## src/rtl/div_sequencer_if.sv

```systemverilog
// Requester and divide-stage signal bundle for div_sequencer.
// slave = sequencer view, master = requester/stage environment view.
interface div_sequencer_if #(
  parameter int WIDTH = 32,
  parameter int CW    = $clog2(WIDTH)
);
  logic             start;
  logic [WIDTH-1:0] dividend;
  logic [WIDTH-1:0] divisor;
  logic             busy;
  logic             done;
  logic [WIDTH-1:0] quotient;
  logic [WIDTH-1:0] remainder;
  logic             div_by_zero;
  logic             error;
  logic [WIDTH-1:0] stg_A;
  logic [WIDTH-1:0] stg_B;
  logic [WIDTH-1:0] stg_R;
  logic [WIDTH-1:0] stg_Q;
  logic [CW-1:0]    stg_count;
  logic             stg_v;
  logic [WIDTH-1:0] stg_A_next;
  logic [WIDTH-1:0] stg_B_next;
  logic [WIDTH-1:0] stg_R_next;
  logic [WIDTH-1:0] stg_Q_next;
  logic [CW-1:0]    stg_count_out;
  logic             stg_vout;

  modport slave (
    input  start, dividend, divisor,
    input  stg_A_next, stg_B_next, stg_R_next, stg_Q_next,
    input  stg_count_out, stg_vout,
    output busy, done, quotient, remainder,
    output div_by_zero, error,
    output stg_A, stg_B, stg_R, stg_Q, stg_count, stg_v
  );

  modport master (
    output start, dividend, divisor,
    output stg_A_next, stg_B_next, stg_R_next, stg_Q_next,
    output stg_count_out, stg_vout,
    input  busy, done, quotient, remainder,
    input  div_by_zero, error,
    input  stg_A, stg_B, stg_R, stg_Q, stg_count, stg_v
  );
endinterface

```

## src/rtl/div_sequencer.sv

```systemverilog
// Iterative signed divider controller driving a shared
// radix-2 restoring divide stage over ITER passes.
module div_sequencer #(
  parameter int WIDTH     = 32,
  parameter int ITER      = WIDTH,
  parameter int STAGE_LAT = 4,
  parameter int TIMEOUT   = 15
) (
  input  logic           clk,
  input  logic           rst,
  div_sequencer_if.slave bus
);
  localparam int W     = WIDTH;
  localparam int CW    = $clog2(ITER);
  localparam int PW    = $clog2(ITER + 1);
  localparam int LIMIT = STAGE_LAT + TIMEOUT;
  localparam int WW    = $clog2(LIMIT + 1);
  localparam logic [W-1:0] MINV = {1'b1, {(W-1){1'b0}}};

  typedef enum logic [2:0] {
    IDLE, CHECK, ISSUE, WAIT, FIX, DONE
  } state_t;

  state_t        state, state_d;
  logic [W-1:0]  dvd, dvd_d, dvs, dvs_d;
  logic [W-1:0]  a, a_d, b, b_d, r, r_d, q, q_d;
  logic [PW-1:0] pass, pass_d, pass_inc;
  logic [WW-1:0] wd, wd_d;
  logic [W-1:0]  quo, quo_d, rem, rem_d;
  logic          dbz, dbz_d, err, err_d;
  logic [W-1:0]  sa, sa_d, sb, sb_d, sr, sr_d, sq, sq_d;
  logic [CW-1:0] scnt, scnt_d;
  logic          sv, sv_d;
  logic [W-1:0]  dvd_mag, dvs_mag;

  assign dvd_mag  = dvd[W-1] ? -dvd : dvd;
  assign dvs_mag  = dvs[W-1] ? -dvs : dvs;
  assign pass_inc = pass + PW'(1);

  always_comb begin
    state_d = state;
    dvd_d   = dvd;
    dvs_d   = dvs;
    a_d     = a;
    b_d     = b;
    r_d     = r;
    q_d     = q;
    pass_d  = pass;
    wd_d    = wd;
    quo_d   = quo;
    rem_d   = rem;
    dbz_d   = dbz;
    err_d   = err;
    sa_d    = sa;
    sb_d    = sb;
    sr_d    = sr;
    sq_d    = sq;
    scnt_d  = scnt;
    sv_d    = 1'b0;
    unique case (state)
      IDLE: begin
        if (bus.start) begin
          dvd_d   = bus.dividend;
          dvs_d   = bus.divisor;
          state_d = CHECK;
        end
      end
      CHECK: begin
        if (dvs == '0) begin
          quo_d   = '0;
          rem_d   = dvd;
          dbz_d   = 1'b1;
          err_d   = 1'b0;
          state_d = DONE;
        end else if (dvd == MINV || |dvs_mag[W-1:W-2]) begin
          // Magnitudes must leave headroom for the stage's shift.
          quo_d   = '0;
          rem_d   = '0;
          dbz_d   = 1'b0;
          err_d   = 1'b1;
          state_d = DONE;
        end else begin
          a_d     = dvd_mag;
          b_d     = dvs_mag;
          r_d     = '0;
          q_d     = '0;
          pass_d  = '0;
          dbz_d   = 1'b0;
          err_d   = 1'b0;
          state_d = ISSUE;
        end
      end
      ISSUE: begin
        wd_d    = WW'(1);
        state_d = WAIT;
      end
      WAIT: begin
        if (bus.stg_vout) begin
          if (bus.stg_count_out != pass_inc[CW-1:0]) begin
            quo_d   = '0;
            rem_d   = '0;
            err_d   = 1'b1;
            state_d = DONE;
          end else begin
            a_d     = bus.stg_A_next;
            b_d     = bus.stg_B_next;
            r_d     = bus.stg_R_next;
            q_d     = bus.stg_Q_next;
            pass_d  = pass_inc;
            state_d = (pass_inc == PW'(ITER)) ? FIX : ISSUE;
          end
        end else if (wd == WW'(LIMIT - 1)) begin
          quo_d   = '0;
          rem_d   = '0;
          err_d   = 1'b1;
          state_d = DONE;
        end else begin
          wd_d = wd + WW'(1);
        end
      end
      FIX: begin
        quo_d   = (dvd[W-1] ^ dvs[W-1]) ? -q : q;
        rem_d   = dvd[W-1] ? -r : r;
        state_d = DONE;
      end
      DONE: state_d = IDLE;
      default: state_d = IDLE;
    endcase
    // Stage inputs are registered so they hold between issues.
    if (state_d == ISSUE) begin
      sa_d   = a_d;
      sb_d   = b_d;
      sr_d   = r_d;
      sq_d   = q_d;
      scnt_d = pass_d[CW-1:0];
      sv_d   = 1'b1;
    end
  end

  always_ff @(posedge clk) begin
    if (rst) begin
      state <= IDLE;
      dvd   <= '0;
      dvs   <= '0;
      a     <= '0;
      b     <= '0;
      r     <= '0;
      q     <= '0;
      pass  <= '0;
      wd    <= '0;
      quo   <= '0;
      rem   <= '0;
      dbz   <= 1'b0;
      err   <= 1'b0;
      sa    <= '0;
      sb    <= '0;
      sr    <= '0;
      sq    <= '0;
      scnt  <= '0;
      sv    <= 1'b0;
    end else begin
      state <= state_d;
      dvd   <= dvd_d;
      dvs   <= dvs_d;
      a     <= a_d;
      b     <= b_d;
      r     <= r_d;
      q     <= q_d;
      pass  <= pass_d;
      wd    <= wd_d;
      quo   <= quo_d;
      rem   <= rem_d;
      dbz   <= dbz_d;
      err   <= err_d;
      sa    <= sa_d;
      sb    <= sb_d;
      sr    <= sr_d;
      sq    <= sq_d;
      scnt  <= scnt_d;
      sv    <= sv_d;
    end
  end

  assign bus.busy        = (state != IDLE);
  assign bus.done        = (state == DONE);
  assign bus.quotient    = quo;
  assign bus.remainder   = rem;
  assign bus.div_by_zero = dbz;
  assign bus.error       = err;
  assign bus.stg_A       = sa;
  assign bus.stg_B       = sb;
  assign bus.stg_R       = sr;
  assign bus.stg_Q       = sq;
  assign bus.stg_count   = scnt;
  assign bus.stg_v       = sv;
endmodule
```

## src/flat_wrapper.sv

```systemverilog
// flat-port wrapper written by rule: the top's interface ports become plain ports
module div_sequencer_flat 
#(
  parameter int WIDTH     = 32,
  parameter int ITER      = WIDTH,
  parameter int STAGE_LAT = 4,
  parameter int TIMEOUT   = 15
)
  (clk, rst, bus_start, bus_dividend, bus_divisor, bus_stg_A_next, bus_stg_B_next, bus_stg_R_next, bus_stg_Q_next, bus_stg_count_out, bus_stg_vout, bus_busy, bus_done, bus_quotient, bus_remainder, bus_div_by_zero, bus_error, bus_stg_A, bus_stg_B, bus_stg_R, bus_stg_Q, bus_stg_count, bus_stg_v);
  div_sequencer_if #(.WIDTH(WIDTH)) bus_i ();
  input  logic clk;
  input  logic rst;
  input wire logic [$bits(bus_i.start)-1:0] bus_start;
  input wire logic [$bits(bus_i.dividend)-1:0] bus_dividend;
  input wire logic [$bits(bus_i.divisor)-1:0] bus_divisor;
  input wire logic [$bits(bus_i.stg_A_next)-1:0] bus_stg_A_next;
  input wire logic [$bits(bus_i.stg_B_next)-1:0] bus_stg_B_next;
  input wire logic [$bits(bus_i.stg_R_next)-1:0] bus_stg_R_next;
  input wire logic [$bits(bus_i.stg_Q_next)-1:0] bus_stg_Q_next;
  input wire logic [$bits(bus_i.stg_count_out)-1:0] bus_stg_count_out;
  input wire logic [$bits(bus_i.stg_vout)-1:0] bus_stg_vout;
  output wire logic [$bits(bus_i.busy)-1:0] bus_busy;
  output wire logic [$bits(bus_i.done)-1:0] bus_done;
  output wire logic [$bits(bus_i.quotient)-1:0] bus_quotient;
  output wire logic [$bits(bus_i.remainder)-1:0] bus_remainder;
  output wire logic [$bits(bus_i.div_by_zero)-1:0] bus_div_by_zero;
  output wire logic [$bits(bus_i.error)-1:0] bus_error;
  output wire logic [$bits(bus_i.stg_A)-1:0] bus_stg_A;
  output wire logic [$bits(bus_i.stg_B)-1:0] bus_stg_B;
  output wire logic [$bits(bus_i.stg_R)-1:0] bus_stg_R;
  output wire logic [$bits(bus_i.stg_Q)-1:0] bus_stg_Q;
  output wire logic [$bits(bus_i.stg_count)-1:0] bus_stg_count;
  output wire logic [$bits(bus_i.stg_v)-1:0] bus_stg_v;
  assign bus_i.start = bus_start;
  assign bus_i.dividend = bus_dividend;
  assign bus_i.divisor = bus_divisor;
  assign bus_i.stg_A_next = bus_stg_A_next;
  assign bus_i.stg_B_next = bus_stg_B_next;
  assign bus_i.stg_R_next = bus_stg_R_next;
  assign bus_i.stg_Q_next = bus_stg_Q_next;
  assign bus_i.stg_count_out = bus_stg_count_out;
  assign bus_i.stg_vout = bus_stg_vout;
  assign bus_busy = bus_i.busy;
  assign bus_done = bus_i.done;
  assign bus_quotient = bus_i.quotient;
  assign bus_remainder = bus_i.remainder;
  assign bus_div_by_zero = bus_i.div_by_zero;
  assign bus_error = bus_i.error;
  assign bus_stg_A = bus_i.stg_A;
  assign bus_stg_B = bus_i.stg_B;
  assign bus_stg_R = bus_i.stg_R;
  assign bus_stg_Q = bus_i.stg_Q;
  assign bus_stg_count = bus_i.stg_count;
  assign bus_stg_v = bus_i.stg_v;
  div_sequencer #(.WIDTH(WIDTH), .ITER(ITER), .STAGE_LAT(STAGE_LAT), .TIMEOUT(TIMEOUT)) u_core (.clk(clk), .rst(rst), .bus(bus_i));
endmodule
```

## config.mk

```make
export PLATFORM = sky130hd
export DESIGN_NAME = div_sequencer_flat
export DESIGN_NICKNAME = d
export VERILOG_FILES = /design/src/rtl/div_sequencer_if.sv /design/src/rtl/div_sequencer.sv /design/src/flat_wrapper.sv
export SDC_FILE = /design/constraint.sdc
export NUM_CORES = 1
export LEC_CHECK = 0
export ABC_CLOCK_PERIOD_IN_PS = 5400
export BUFFER_PORTS_ARGS = -buffer_cell sky130_fd_sc_hd__buf_2
export CAP_MARGIN = 30
export CORE_UTILIZATION = 55
export DETAILED_ROUTE_END_ITERATION = 10
export GPL_ROUTABILITY_DRIVEN = 0
export GPL_TIMING_DRIVEN = 1
export PLACE_DENSITY = 0.84
export REMOVE_ABC_BUFFERS = 1
export SYNTH_ARGS = -nofsm -noshare
export SYNTH_HDL_FRONTEND = slang
export SYNTH_SLANG_ARGS = --single-unit
export TNS_END_PERCENT = 50
```

## constraint.sdc

```tcl
create_clock -name clk -period 5.4 [get_ports clk]
set_clock_uncertainty 0.1 [all_clocks]
set_input_delay 0.54 -clock clk [delete_from_list [all_inputs] [get_ports clk]]
set_output_delay 0.54 -clock clk [all_outputs]
set_load 0.005 [all_outputs]
```

Word level (Yosys, flattened, before mapping)
Cells that the tools add are included.
Word-level totals
  bits in registers: 406
  output and inout bits: 202
  memory bits (read-only): 0
  memories kept: 0
  bits in latches: 0
  bits in writable memories: 0
  bits of input ports: 201
Operators by class
  reductions and logical operators: 13
  shifts and indexed selects: 0
  bitwise gates (word level): 1
  multipliers: 0
  muxes and demuxes: 56
  divide/modulo/power cells: 0
  equal/unequal tests: 19
  $add $sub $neg: 6
  order comparisons: 0
Operators by type and width (count)
  2-to-1 mux 32 bit: 26
  one-hot mux 32 bit (2 select lines): 4
  one-hot mux 32 bit (3 select lines): 2
  negation 32 bit: 4
  == test 32 bit (second input constant): 1
  logical NOT 32 bit: 1
  2-to-1 mux 6 bit: 4
  2-to-1 mux 3 bit: 7
  one-hot mux 3 bit (5 select lines): 1
  inequality test 2 bit (second input constant): 6
  one-hot mux 6 bit (2 select lines): 1
  2-to-1 mux 5 bit: 2
  one-hot mux 5 bit (2 select lines): 1
  == test 3 x 2 -> 1 bit (second input constant): 3
  2-to-1 mux 1 bit: 7
  adder 6 x 1 -> 6 bit (second input constant): 1
  == test 3 bit (second input constant): 2
  == test 6 bit (second input constant): 1
  inequality test 3 x 2 -> 1 bit (second input constant): 2
  AND reduction 3 bit: 2
  nonzero test 3 bit: 2
  adder 5 x 1 -> 5 bit (second input constant): 1
  == test 5 bit (second input constant): 1
  inequality test 5 bit: 1
  11 further kinds: 12

Logic depth before layout (Yosys ltp)
Gate-level depths: netlist (run 1).
  depth in word-level cells: 9
  depth in mapped cells: 13

Worst setup path before layout (run 1)
Ideal clock, no wire load.
  path type: register to register
  from: register u_core.dvs[9]
  to: register u_core.sq[23], in the netlist u_core.bus.stg_Q[23]
  setup time: 0.123 ns
  data required time: 5.177 ns
  stages on the path, launching flop included: 11
  path slack: 1.712 ns
  clock period less this slack: 3.688 ns
  arrival time: 3.465 ns
  cells stage by stage: dfxtp_1 nor4_1 nand4b_1 o41ai_1 xnor2_1 a2bb2oi_2 or4_1 buf_2 buf_4 buf_4 mux2_1
Between the ends
  longest elaborated chain between the ends: 8
Ends and longest elaborated chain
  start: declaration: RTL line div_sequencer.sv:25  | logic [W-1:0] dvd, dvd_d, dvs, dvs_d;
  start signal: assignment: RTL line div_sequencer.sv:164  | dvs <= dvs_d;
  negation 32 bit: RTL line div_sequencer.sv:37  | assign dvs_mag = dvs[W-1] ? -dvs : dvs;
  2-to-1 mux 32 bit: RTL line div_sequencer.sv:37
  OR reduction 2 bit: RTL line div_sequencer.sv:75  | end else if (dvd == MINV || |dvs_mag[W-1:W-2]) begin
  logical OR 1 bit: RTL line div_sequencer.sv:75
  2-to-1 mux 3 bit: RTL line div_sequencer.sv:75
  2-to-1 mux 3 bit: RTL line div_sequencer.sv:69  | if (dvs == '0) begin
  one-hot mux 3 bit (5 select lines): RTL line div_sequencer.sv:60  | unique case (state)
  == test 3 x 2 -> 1 bit: RTL line div_sequencer.sv:130  | if (state_d == ISSUE) begin
  end signal: assignment: RTL line div_sequencer.sv:178  | sq <= sq_d;
  end: declaration: RTL line div_sequencer.sv:31  | logic [W-1:0] sa, sa_d, sb, sb_d, sr, sr_d, sq, sq_d;
Parallel ways exist; a longest one is shown, timed or not.
A chain may end at the register's enable or synchronous reset.

Final worst setup path (run 1)
  from: register u_core.dvs[14]
  to: register u_core.sr[0], in the netlist u_core.bus.stg_R[0]
Between the ends
  longest elaborated chain between the ends: 8
Ends and longest elaborated chain
  negation 32 bit: RTL line div_sequencer.sv:37
  2-to-1 mux 32 bit: RTL line div_sequencer.sv:37
  OR reduction 2 bit: RTL line div_sequencer.sv:75
  logical OR 1 bit: RTL line div_sequencer.sv:75
  2-to-1 mux 3 bit: RTL line div_sequencer.sv:75
  2-to-1 mux 3 bit: RTL line div_sequencer.sv:69
  one-hot mux 3 bit (5 select lines): RTL line div_sequencer.sv:60
  == test 3 x 2 -> 1 bit: RTL line div_sequencer.sv:130
  end signal: assignment: RTL line div_sequencer.sv:177  | sr <= sr_d;
  end: declaration: RTL line div_sequencer.sv:31
Parallel ways exist; a longest one is shown, timed or not.

==> impl_metrics.json, run 1 <==
{
  "status": "completed",
  "ir_worst_vdd_mv": 0.220,
  "syn_avg_cell_area_um2": 9.23,
  "grt_pass1_vias": 16200,
  "grt_max_degree": 135,
  "path_cells": "nor4_1, nand3_1, o41ai_1, xnor2_1, buf_4, a2bb2oi_2, or4_4, buf_4, mux2_1",
  "layout-drive-gt1-share_pct": 26.9,
  "start_util_pct": 55.8,
  "cp_top_family": "simple AND/OR/NAND/NOR gates",
  "path_buf_inv": 2,
  "cts_tree": "yes",
  "hp-start": "bus_stg_Q_next[24]",
  "drt_iter0_drc": 1466,
  "cap_violations": 0,
  "ys_ff_latch": 406,
  "yosysTopAreaCell": "dfxtp_1",
  "r2r-start": "u_core.dvs[14]",
  "post_cts_resized": 0,
  "power_leakage_nw": 9.40,
  "grt_setup_unrepaired": "no",
  "startpoint_type": "register",
  "cts_hold_buf": 0,
  "yosys.area.top_type_share_pct": 44.8,
  "yosys_most_used_dff": "dfxtp_1",
  "whs_ns": 0.124,
  "cts_sinks": 406,
  "numPortBuffers": 402,
  "end_kind": "register",
  "critPathLaunch": "u_core.dvs[14]",
  "grt_pass1_wl_um": 88500,
  "htreeDepth": 2,
  "synth.distinct_cells": 68,
  "hold_viol": 0,
  "post-place-cells": 2690,
  "pin_count": 403,
  "synth_cells": 1967,
  "crit_path_top_delay_cell": "o41ai_1",
  "async_reset_ff_share_pct": 0,
  "dieArea_mm2": 0.0337,
  "dr.pass1.iters": 7,
  "area_delta_synth_final_pct": 20.6,
  "fmax_mhz": 235,
  "dr_total_vias": 16900,
  "yosys_warnings": 0,
  "final_antenna_net_count": 0,
  "die_y_um": 184,
  "core_area_mm2": 0.0325,
  "relSlewSlack_pct": 37.1,
  "cellPowerDensity_mw_per_mm2": 402,
  "cts_buffer_depth": 3,
  "cp_slowest_stage_delay_ns": 0.78,
  "cts_inserted_buffers": 43,
  "grt_overflow": 0,
  "via_per_inst": 6.08,
  "crit_fanout": 17,
  "tightest_slew_ns": 0.944,
  "nets": 2504,
  "yosysMostFrequentCell": "dfxtp_1",
  "ys_top_cells_by_count": "dfxtp_1 (406), nand2_1 (182), nor2_1 (133), clkbuf_1 (121), a21oi_1 (88)",
  "critPathKind": "reg -> reg",
  "synth_edf_count": 0,
  "drc": 0,
  "crit_path_frequent_cell": "buf_4",
  "cts.root.buffer_cell": "clkbuf_16",
  "clk_latency_ns": 0.54,
  "die_w_um": 184,
  "routed_wl_um": 57500,
  "cp_data_arrival_time_ns": 4.57,
  "antenna_found_initial": 15,
  "dpl.hpwl_um": 39400,
  "slew_violations": 0,
  "wl_per_cell_um": 20.7,
  "finalSetupViolations": 0,
  "fin_crit_ns": 4.26,
  "cts.clk_slew.worst_paths_ns": 0.06,
  "ys_seq_area_share_pct": 44.8,
  "period_share_pct": 78.9,
  "synth.area.top_cells": "dfxtp_1 (45%), mux2_1 (4.3%), nand2_1 (3.8%)",
  "min-delay-path-class": "in -> reg",
  "grt_use_total_pct": 33.1,
  "worstPathRequired_ns": 5.71,
  "rows": 66,
  "post_cts_buffers": 0,
  "mappedNetlistArea_mm2": 0.0181,
  "fin_cells": 2776
}
worst paths after layout:
| check | end | slack (ns) | depth (start not counted) |
|---|---|---|---|
| worst max-delay path | u_core.bus.stg_R[0] | 1.14 | 9 |
| worst min register to register | u_core.bus.stg_A[25] | 0.35 | 2 |
| worst min-delay path | u_core.q[24] | 0.12 | 2 |
| worst max register to register | u_core.bus.stg_R[0] | 1.14 | 9 |
placed cells by master, fill, tap and decap left out, types with 48 or more instances in the layout:
cell / Yosys / layout
dfxtp_1: 406 / 405
buf_2: 9 / 401
nand2_1: 182 / 180
nor2_1: 133 / 130
a21oi_1: 88 / 87
inv_1: 83 / 83
nor2b_1: 83 / 83
xnor2_1: 78 / 77
mux2_1: 70 / 70
nor3_1: 66 / 65
a22o_2: 60 / 60
xor2_1: 50 / 50
o32ai_1: 48 / 48
through the flow:
step                      cell area [µm²]  setup WS (ns)  utilization [%]  setup TNS, ns  total power [mW]
after floorplan                     17500          -2.48                -        -458.88              4.86
after global placement              20400          0.986             62.7              0              5.78
after detailed placement            20400          0.856             62.7              0              5.85
after CTS                           21800          0.833             67.0              0              8.74
after global routing                21900          0.948             67.2              0              9.14
final                               21900           1.14             67.2              0              8.79
cell type report:
type,count,area (µm²)
Sequential cell,406,8130
Clock inverter,10,113
Multi-Input combinational cell,1322,9090
Clock buffer,63,1270
Tap cell,442,553
Fill cell,2600,10700
Timing Repair Buffer,440,2380
Inverter,83,312
Antenna cell,10,25.0
worst register-to-register path, stage by stage, from the launching register on:
cell       delay, ns
dfxtp_1         0.37
nor4_1          0.58
nand3_1         0.44
o41ai_1         0.78
xnor2_1         0.19
buf_4           0.19
a2bb2oi_2       0.09
or4_4           0.69
buf_4           0.34
mux2_1          0.37
sequential cells by signal, summed over array words and instances, names as in the netlist:
| name | count |
|---|---|
| u_core.a | 32 |
| u_core.b | 32 |
| u_core.bus.quotient | 32 |
| u_core.bus.remainder | 32 |
| u_core.bus.stg_A | 32 |
| u_core.bus.stg_B | 32 |
| u_core.bus.stg_Q | 32 |
| u_core.bus.stg_R | 32 |
| u_core.dvd | 32 |
| u_core.dvs | 32 |
| u_core.q | 32 |
| u_core.r | 32 |
| u_core.pass | 6 |
| u_core.bus.stg_count | 5 |
| u_core.wd | 5 |
| u_core.state | 3 |
| u_core.bus.div_by_zero | 1 |
| u_core.bus.error | 1 |
| u_core.bus.stg_v | 1 |
power by group:
part / internal, mW / switching (mW) / total (mW)
combinational: 0.811 / 1.61 / 2.42
clock: 1.73 / 1.18 / 2.91
sequential: 3.24 / 0.221 / 3.46
total: 5.78 / 3.01 / 8.79
kinds of logic (layout without fill, tap and decap cells):
kind of cell | count (synthesis) | count (layout) | share of synthesized area, %
other cells | 0 | 10 | 0
buf+inv | 239 | 596 | 5.53
xor+xnor | 131 | 131 | 6.55
flops | 406 | 406 | 44.8
simple gates | 603 | 603 | 16.3
fa+ha+maj | 7 | 7 | 0.483
mux | 87 | 87 | 5.34
compound gates | 494 | 494 | 21.1
per-layer routing:
metal	GRT usage, %	wire length (µm)	vias to the layer above
met5	0	52	-
met1	41.4	22300	8042
met3	7.45	5280	168
met4	16.0	2520	10
li1	-	-	7761
met2	53.9	27300	904
(Power assumes the default switching activity.)
==> run 2: changes to the inputs <==
--- a/config.mk
+++ b/config.mk
@@ -5,7 +5,7 @@
 export SDC_FILE = /design/constraint.sdc
 export NUM_CORES = 1
 export LEC_CHECK = 0
-export ABC_CLOCK_PERIOD_IN_PS = 5400
+export ABC_CLOCK_PERIOD_IN_PS = 4050
 export BUFFER_PORTS_ARGS = -buffer_cell sky130_fd_sc_hd__buf_2
 export CAP_MARGIN = 30
 export CORE_UTILIZATION = 55
==> constraint.sdc (replaced) <==
create_clock -name clk -period 4.05 [get_ports clk]
set_clock_uncertainty 0.1 [all_clocks]
set_input_delay 0.405 -clock clk [delete_from_list [all_inputs] [get_ports clk]]
set_output_delay 0.405 -clock clk [all_outputs]
set_load 0.005 [all_outputs]
==> run 2 against run 1 <==
  * Wire length is 3.4% higher
  * Count of clock-buffer cells in the layout is 1 higher
  * Sequential cell count stayed put
  * Via count is 2.8% higher
  * Sequential share of layout area is 1.0 points lower
  * Non-clock buffer count is 47 higher
  * Total power is 38% higher
  * Die area stayed put
  * Combinational power is 37% higher
  * Design area is 2.8% higher
==> impl_metrics.json, run 2 (synthesis gave the netlist of run 1 again) <==
{
  "htreeDepth": 2,
  "wl_met1_um": 22800,
  "r2r_slack_ns": 0.06,
  "p_sw_share_pct": 33.7,
  "crit_fanout": 64,
  "final_antenna_net_count": 0,
  "antenna_found_initial": 3,
  "core_area_mm2": 0.0325,
  "final.setup.worst_slack_ns": 0.0595,
  "pre_cts_ws_ns": 0.191,
  "dieArea_mm2": 0.0337,
  "start_util_pct": 55.8,
  "cp_data_arrival_time_ns": 4.31,
  "area_delta_synth_final_pct": 24.0,
  "grt_max_degree": 165,
  "nets": 2552,
  "fin_cells": 2821,
  "routed_wl_um": 59400,
  "top_layer_used": "met4",
  "grt_overflow": 0,
  "post-place-cells": 2695,
  "seqPwrFrac_pct": 38.1,
  "cap_violations": 0,
  "grt_use_total_pct": 34.0,
  "cts.root.buffer_cell": "clkbuf_16",
  "clk_latency_ns": 0.54,
  "grt_pass1_wl_um": 90800,
  "die_y_um": 184,
  "layout_commonest_cell": "dfxtp_1",
  "cts.clk_slew.worst_paths_ns": 0.06,
  "total_power_mw": 12.1,
  "numPortBuffers": 402,
  "power.internal_mw": 8.05,
  "cellPowerDensity_mw_per_mm2": 540,
  "critPathKind": "reg -> reg",
  "grt_pass1_vias": 16800,
  "wl_per_cell_um": 21.1,
  "post_cts_buffers": 0,
  "cts_sinks": 406,
  "dpl.hpwl_um": 39100,
  "tightest_slew_ns": 0.940,
  "cts_tree": "yes",
  "clockPowerShare_pct": 34.6,
  "finalSetupViolations": 0,
  "p_sw_mw": 4.10,
  "wl_met3_um": 5620,
  "relSlewSlack_pct": 37.4,
  "worstPathRequired_ns": 4.37,
  "power_leakage_nw": 9.68,
  "grt_setup_unrepaired": "no",
  "hold_viol": 0,
  "layout_common_cells": "dfxtp_1 (405), buf_2 (401), nand2_1 (180), nor2_1 (130), a21oi_1 (87)",
  "dr.pass1.iters": 6,
  "cts_inserted_buffers": 44,
  "slew_violations": 0,
  "cts_buffer_depth": 3,
  "dr_total_vias": 17400,
  "fin_crit_ns": 3.99,
  "wl_met2_um": 28000,
  "die_w_um": 184,
  "end_kind": "register",
  "ir_worst_vdd_mv": 0.393,
  "rows": 66,
  "startpoint_type": "register",
  "drc": 0,
  "min-delay-path-class": "in -> reg",
  "via_per_inst": 6.16,
  "fmax_mhz": 251,
  "period_share_pct": 98.5,
  "p_comb_share_pct": 27.4,
  "layout-drive-gt1-share_pct": 26.6,
  "pin_count": 403,
  "status": "completed",
  "drt_iter0_drc": 1657
}
==> run 2: cell count changes in the layout (fill, tap and decap cells not counted), sizes merged <==
cell | previous run | this run
bufinv | 2 | 6
diode | 10 | 4
inv | 84 | 85
dlygate4sd3 | 0 | 45
buf | 439 | 442
clkinv | 6 | 5
clkinvlp | 1 | 0
==> run 2: worst paths after layout <==
path,start,endpoint,cells after the start
max,u_core.dvd[19],u_core.bus.stg_Q[20],8
min,bus_dividend[21],u_core.dvd[21],3
max reg2reg,u_core.dvd[19],u_core.bus.stg_Q[20],8
min reg2reg,u_core.bus.stg_A[1],u_core.bus.stg_A[1],2
==> run 2: critical path: stages, from the launching register on <==
cell	delay, ns
dfxtp_1	0.36
or4_4	0.54
or4_1	0.63
or4_4	0.62
o211a_1	0.29
a2bb2oi_2	0.33
or4_4	0.21
buf_12	0.28
mux2_1	0.38
==> run 2: per-stage QoR <==
| step | hold slack [ns] | setup TNS (ns) | instance area, µm² | util [%] |
|---|---|---|---|---|
| after floorplan | 0.341 | -826.65 | 17500 | - |
| after global placement | 0.339 | 0 | 20500 | 63.1 |
| after detailed placement | 0.345 | 0 | 20500 | 63.1 |
| after CTS | 0.00145 | 0 | 22500 | 69.1 |
| after global routing | 0.000462 | 0 | 22500 | 69.1 |
| final | 0.0127 | 0 | 22500 | 69.1 |
==> run 2: power by group through the flow <==
stage	Sequential [mW]	Clock (mW)	Combinational [mW]
2_1_floorplan	4.66	0	1.83
3_3_place_gp	4.67	0	3.11
3_5_place_dp	4.69	0	3.20
4_1_cts	4.61	4.22	3.26
5_1_grt	4.65	4.41	3.53
6_report	4.62	4.20	3.32
==> run 2: layout make-up <==
cell class	instances	area [µm²]
Inverter	83	312
Fill cell	2501	10000
Tap cell	442	553
Antenna cell	4	10.0
Clock inverter	13	223
Timing Repair Buffer	487	2890
Multi-Input combinational cell	1322	9090
Clock buffer	64	1290
Sequential cell	406	8130
==> run 2: what timing repair did <==
action	CTS	global route
gates resized for setup	0	0
hold buffers	45	0
endpoints found under the hold margin	45	0
==> run 2: per-layer routing <==
metal	vias to the layer above	global-route usage, %
met5	-	0
met4	0	18.3
met3	194	6.76
met1	8266	41.3
li1	7863	-
met2	1042	56.7
